--- config.mk ---
export PLATFORM = sky130hd
export DESIGN_NAME = proc_gen
export DESIGN_NICKNAME = d
export VERILOG_FILES = /design/src/rtl/proc_gen.sv
export SDC_FILE = /design/constraint.sdc
export NUM_CORES = 1
export LEC_CHECK = 0
export CAP_MARGIN = 10
export CORE_MARGIN = 3
export CORE_UTILIZATION = 56
export DETAILED_ROUTE_END_ITERATION = 10
export GPL_ROUTABILITY_DRIVEN = 0
export PLACE_DENSITY_LB_ADDON = 0.1
export SETUP_SLACK_MARGIN = 0.15
export SLEW_MARGIN = 5
export SYNTH_ARGS = -nofsm -noshare
export SYNTH_HDL_FRONTEND = slang
export SYNTH_SLANG_ARGS = --single-unit
--- constraint.sdc ---
create_clock -name clk -period 4.4 [get_ports clk]
set_input_delay 0.44 -clock clk [delete_from_list [all_inputs] [get_ports clk]]
set_output_delay 0.44 -clock clk [all_outputs]
set_load 0.005 [all_outputs]
--- src/rtl/proc_gen.sv ---
`default_nettype none
// ============================================================================
// Module   : proc_gen
// Purpose  : Multi-cycle processor with register file, single-port memory
//            interface and a valid/ready output channel.
// Revision : 1.0 - initial release
// ============================================================================
module proc_gen #(
    parameter int DATA_W = 8,
    parameter int NREGS  = 32,
    parameter int ADDR_W = 11
) (
    input  logic              clk,
    input  logic              rst,
    input  logic [15:0]       fromMem,
    output logic              we,
    output logic [15:0]       addr,
    output logic [15:0]       toMem,
    output logic [DATA_W-1:0] out_data,
    output logic              out_valid,
    input  logic              out_ready,
    output logic              halted,
    output logic              illegal
);
    localparam int IDX_W = $clog2(NREGS);

    localparam logic [4:0]  OP_NOP    = 5'b00000;
    localparam logic [4:0]  OP_OUTLOC = 5'b00001;
    localparam logic [4:0]  OP_OUTR   = 5'b00010;
    localparam logic [4:0]  OP_STR    = 5'b00011;
    localparam logic [4:0]  OP_ADD    = 5'b00100;
    localparam logic [4:0]  OP_SUB    = 5'b00101;
    localparam logic [4:0]  OP_JMP    = 5'b00110;
    localparam logic [4:0]  OP_BZ     = 5'b00111;
    localparam logic [15:0] IR_HALT   = 16'h7777;

    typedef enum logic [2:0] {
        S_FETCH     = 3'd0,
        S_DECODE    = 3'd1,
        S_EXECUTE   = 3'd2,
        S_MEM_READ  = 3'd3,
        S_MEM_WRITE = 3'd4,
        S_OUT_WAIT  = 3'd5,
        S_HALT      = 3'd6
    } state_t;

    state_t            state_q, state_d;
    logic [ADDR_W-1:0] pc_q, pc_d;
    logic [15:0]       ir_q, ir_d;
    logic [15:0]       addr_q, addr_d;
    logic [DATA_W-1:0] tomem_q, tomem_d;
    logic [DATA_W-1:0] out_data_q, out_data_d;
    logic              out_valid_q, out_valid_d;
    logic              we_q, we_d;
    logic              halted_q, halted_d;
    logic              illegal_q, illegal_d;
    logic [DATA_W-1:0] regs_q [NREGS];

    logic              rf_we;
    logic [IDX_W-1:0]  rf_idx;
    logic [DATA_W-1:0] rf_wdata;

    logic [4:0]        opcode;
    logic [ADDR_W-1:0] fld_a;
    logic [IDX_W-1:0]  idx_s, idx_d, idx_li;
    logic [DATA_W-1:0] rs_val, rd_val;
    logic [ADDR_W-1:0] pc_inc;

    function automatic logic [15:0] pc_to_addr(input logic [ADDR_W-1:0] p);
        pc_to_addr = 16'(p);
    endfunction

    assign opcode = ir_q[15:11];
    assign fld_a  = ir_q[ADDR_W-1:0];
    assign idx_s  = ir_q[IDX_W-1:0];
    assign idx_d  = ir_q[5 +: IDX_W];
    assign idx_li = ir_q[8 +: IDX_W];
    assign rs_val = regs_q[idx_s];
    assign rd_val = regs_q[idx_d];
    assign pc_inc = pc_q + ADDR_W'(1);

    always_comb begin
        state_d     = state_q;
        pc_d        = pc_q;
        ir_d        = ir_q;
        addr_d      = addr_q;
        tomem_d     = tomem_q;
        out_data_d  = out_data_q;
        out_valid_d = 1'b0;
        we_d        = 1'b0;
        halted_d    = halted_q;
        illegal_d   = 1'b0;
        rf_we       = 1'b0;
        rf_idx      = idx_d;
        rf_wdata    = rd_val + rs_val;

        case (state_q)
            S_FETCH:  state_d = S_DECODE;
            S_DECODE: begin
                ir_d    = fromMem;
                state_d = S_EXECUTE;
            end
            S_EXECUTE: begin
                state_d = S_FETCH;
                pc_d    = pc_inc;
                addr_d  = pc_to_addr(pc_inc);
                if (ir_q == IR_HALT) begin
                    state_d  = S_HALT;
                    pc_d     = pc_q;
                    addr_d   = addr_q;
                    halted_d = 1'b1;
                end else begin
                    casez (opcode)
                        OP_NOP: begin
                        end
                        OP_OUTLOC: begin
                            state_d = S_MEM_READ;
                            pc_d    = pc_q;
                            addr_d  = addr_q;
                        end
                        OP_OUTR: begin
                            out_data_d  = rs_val;
                            out_valid_d = 1'b1;
                            state_d     = S_OUT_WAIT;
                            pc_d        = pc_q;
                            addr_d      = addr_q;
                        end
                        OP_STR: begin
                            addr_d  = 16'(rd_val);
                            tomem_d = rs_val;
                            we_d    = 1'b1;
                            state_d = S_MEM_WRITE;
                            pc_d    = pc_q;
                        end
                        OP_ADD: rf_we = 1'b1;
                        OP_SUB: begin
                            rf_we    = 1'b1;
                            rf_wdata = rd_val - rs_val;
                        end
                        OP_JMP: begin
                            pc_d   = fld_a;
                            addr_d = pc_to_addr(fld_a);
                        end
                        OP_BZ: begin
                            pc_d   = (rs_val == '0) ? pc_q + ADDR_W'(2) : pc_inc;
                            addr_d = pc_to_addr(pc_d);
                        end
                        5'b110??: begin
                            rf_we    = 1'b1;
                            rf_idx   = idx_li;
                            rf_wdata = DATA_W'(ir_q[7:0]);
                        end
                        default: illegal_d = 1'b1;
                    endcase
                end
            end
            S_MEM_READ: begin
                out_data_d  = fromMem[DATA_W-1:0];
                out_valid_d = 1'b1;
                state_d     = S_OUT_WAIT;
            end
            S_MEM_WRITE: begin
                state_d = S_FETCH;
                pc_d    = pc_inc;
                addr_d  = pc_to_addr(pc_inc);
            end
            S_OUT_WAIT: begin
                out_valid_d = 1'b1;
                if (out_ready) begin
                    out_valid_d = 1'b0;
                    state_d     = S_FETCH;
                    pc_d        = pc_inc;
                    addr_d      = pc_to_addr(pc_inc);
                end
            end
            S_HALT:  state_d = S_HALT;
            default: state_d = S_FETCH;
        endcase
    end

    always_ff @(posedge clk) begin
        if (rst) begin
            state_q     <= S_FETCH;
            pc_q        <= '0;
            ir_q        <= '0;
            addr_q      <= '0;
            tomem_q     <= '0;
            out_data_q  <= '0;
            out_valid_q <= 1'b0;
            we_q        <= 1'b0;
            halted_q    <= 1'b0;
            illegal_q   <= 1'b0;
            for (int i = 0; i < NREGS; i++) regs_q[i] <= '0;
        end else begin
            state_q     <= state_d;
            pc_q        <= pc_d;
            ir_q        <= ir_d;
            addr_q      <= addr_d;
            tomem_q     <= tomem_d;
            out_data_q  <= out_data_d;
            out_valid_q <= out_valid_d;
            we_q        <= we_d;
            halted_q    <= halted_d;
            illegal_q   <= illegal_d;
            if (rf_we) regs_q[rf_idx] <= rf_wdata;
        end
    end

    // OUTLOC presents its operand address during EXECUTE so the data returns in MEM_READ
    assign addr      = (state_q == S_EXECUTE && opcode == OP_OUTLOC) ? pc_to_addr(fld_a) : addr_q;
    assign toMem     = 16'(tomem_q);
    assign we        = we_q;
    assign out_data  = out_data_q;
    assign out_valid = out_valid_q;
    assign halted    = halted_q;
    assign illegal   = illegal_q;

endmodule
`default_nettype wire

==> results.ini <==
[timing]
fin_ws_ns = 0.0779
period_share_pct = 98.2
hold_viol_final = 0
clock-skew-final_ns = 0.0211
worst_pin_slew_ns = 1.01
rsz0062_at_grt = yes
hold_slack_ns = 0.456
finalSetupViolations = 0
relSlewSlack_pct = 32.6
fmax_mhz = 231
setup_tns_ns = 0
final.min_clock_period_ns = 4.32
maxSlewViolCount = 0

[place]
hpwl_mm = 39.1
placed_cells = 1905
dp_slack_ns = 0.144
port_buffers = 49

[layout]
drive_above_1_share_pct = 25.9
final.fill_count = 2232
layoutNonFillerInstCount = 2017
area_growth_pct = 18.8
nNetsFinal = 1630

[floorplanning]
pin_count = 63
initial_utilization_pct = 57.3
dieArea_sq_mm = 0.0337
placementRows = 64
coreArea_sq_mm = 0.0308
die_y_um = 184
die_width_um = 184

[power]
powerDensity_mw_per_mm2 = 623
total_power_mw = 13.1
p_leak_nw = 7.38
irDropWorstVdd_mv = 0.604

[clocking]
clk_transition_reported_paths_ns = 0.06
cts_root_buffer = clkbuf_16
cts.htree.levels = 2
clkLatencyLatePin_ns = 0.54
cts_tree = built
clock_path_buffers = 3
cts_sinks = 327
cts_buffers = 36

[yosys]
synthesis.area_sq_mm = 0.0177
yosysTopAreaCell = edfxtp_1
yosysUniqueCellTypes = 71
synth_edf_count = 256
synth.most_common_cell = nor2_1
synth_seq_area_share_pct = 51.6
yosys-top-cells-area = edfxtp_1, mux4_2, dfxtp_1, nor2_1, a21oi_1
yosysTopAreaCellShare_pct = 43.6
avgSynthCellArea_sq_um = 12.0
ys_warn_count = 0
ys_async_sr_fraction_pct = 0
syn_inst = 1476
yosys-top-cells-count = nor2_1, edfxtp_1, mux4_2
synth_ff_type = edfxtp_1
synth_seq_cells = 327

[drt]
routed_wl_mm = 57.7
vias = 13800
routedWlPerCell_um = 28.6
ant_nets = 0
via_per_inst = 6.84
drtPass1Iterations = 6
drc = 0
drt-initial-drc-count = 1952

[critical_path]
cp_common_cell = buf_12
slowest_delay_ns = 0.54
end_kind = flip-flop
crit_type = reg2reg
crit_arrival_ns = 4.59
crit_chain = buf_12 -> buf_4 -> mux4_2 -> mux4_2 -> mux2_4 -> ha_4 -> fa_1 -> inv_2 -> a21oi_1 -> o21bai_1 -> a21o_1 -> a21oi_2 -> a21oi_2 -> mux2i_2 -> a21oi_4 -> buf_12 -> buf_12 -> nor2_1
required_ns = 4.67
crit_slowest_cell = mux4_2
critPathMaxFanout = 8
worst_setup_path_start_kind = flip-flop

[global_routing]
gr-total-overflow = 0
grt_most_used_layer = met2
grt_util_met1_pct = 45.4
grt_first_pass_wirelength_mm = 82.9
grt_max_degree = 52
grt_use_total_pct = 33.1
antenna_found_initial = 1
grt_pass1_vias = 12800
gr-usage-met3_pct = 6.89
use_met2_pct = 51.6

[hold_path]
hp-class = in2reg

[outcome]
outcome = complete, no violations

[job]
drv_cap = 0

[kinds of logic after synthesis]
kind of cell | count (synthesis) | share of synthesized area (%)
AOI/OAI and AO/OA | 247 | 8.87
xor gates and xnor gates | 10 | 0.496
other | 1 | 0.0212
and+or+nand+nor | 532 | 12.8
DFF | 327 | 51.6
buffers and inverters | 147 | 3.65
adders and majority gates | 18 | 1.36
muxes | 194 | 21.2
[area by class of cell]
type | instances | area, sq um | area share (%)
Sequential cell | 327 | 9120 | 43.5
Multi-Input combinational cell | 1014 | 8130 | 38.8
Timing Repair Buffer | 187 | 1950 | 9.28
Clock buffer | 47 | 965 | 4.60
Tap cell | 396 | 495 | 2.36
Clock inverter | 18 | 199 | 0.949
Inverter | 27 | 104 | 0.495
Antenna cell | 1 | 2.50 | 0.0119
[worst max-delay path: cells and delay by family (launching register included)]
kind / cells / cell delay [ns]
AND/OR/NAND/NOR: 1 / 0.05
buffers and inverters: 5 / 0.66
multiplexers: 4 / 1.46
flip-flops: 1 / 0.46
adder cells (fa/ha/maj): 2 / 0.58
AO/OA/AOI/OAI: 6 / 0.81
[worst paths after layout]
path         cells past startpoint         from  slack, ns           end
max                             18    flip-flop       0.08  regs_q[1][6]
min reg2reg                      2    addr_q[9]       0.47     addr_q[9]
min                              3  fromMem[15]       0.46      ir_q[15]
max reg2reg                     18    flip-flop       0.08  regs_q[1][6]
[power by group]
part	switching [mW]	internal (mW)
Sequential	0.230	3.52
Combinational	3.71	2.56
Clock	1.29	1.74
[registers in the layout (all words and copies together) (netlist names), named ones only]
signal and count:
regs_q 256, ir_q 16, addr_q 11, pc_q 11
out_data 8, tomem_q 8, state_q 3, halted 1
illegal 1, out_valid 1, we 1
[through the flow]
stage / util (%) / area, sq um
5_1_grt: 68.0 / 21000
6_report: 68.0 / 21000
3_5_place_dp: 61.9 / 19100
4_1_cts: 66.1 / 20400
3_3_place_gp: 61.9 / 19100
2_1_floorplan: - / 17700
[cells in the final DEF, fill, tap and decap left out, types with 21 or more instances in the layout]
cell / n
nor2_1: 283
a21oi_1: 101
o21ai_0: 28
edfxtp_1: 256
nand3_1: 28
clkdlybuf4s50_1: 48
inv_1: 21
nand2_1: 135
mux2_2: 29
buf_4: 101
mux4_2: 141
clkbuf_16: 41
dfxtp_1: 67
[routing by layer]
metal	wire length [um]	vias to the layer above
met1	21100	6776
li1	-	5786
met4	3530	2
met5	8	-
met2	26300	1037
met3	6790	193
[what timing repair did]
item,in CTS,in global routing
pin swaps,1,10
hold buffers,0,0
buffers inserted,6,31
setup endpoints to repair,51,113
cloned,2,7
gates resized for setup,1,50
Note: power is estimated with default switching activity, not from simulation.
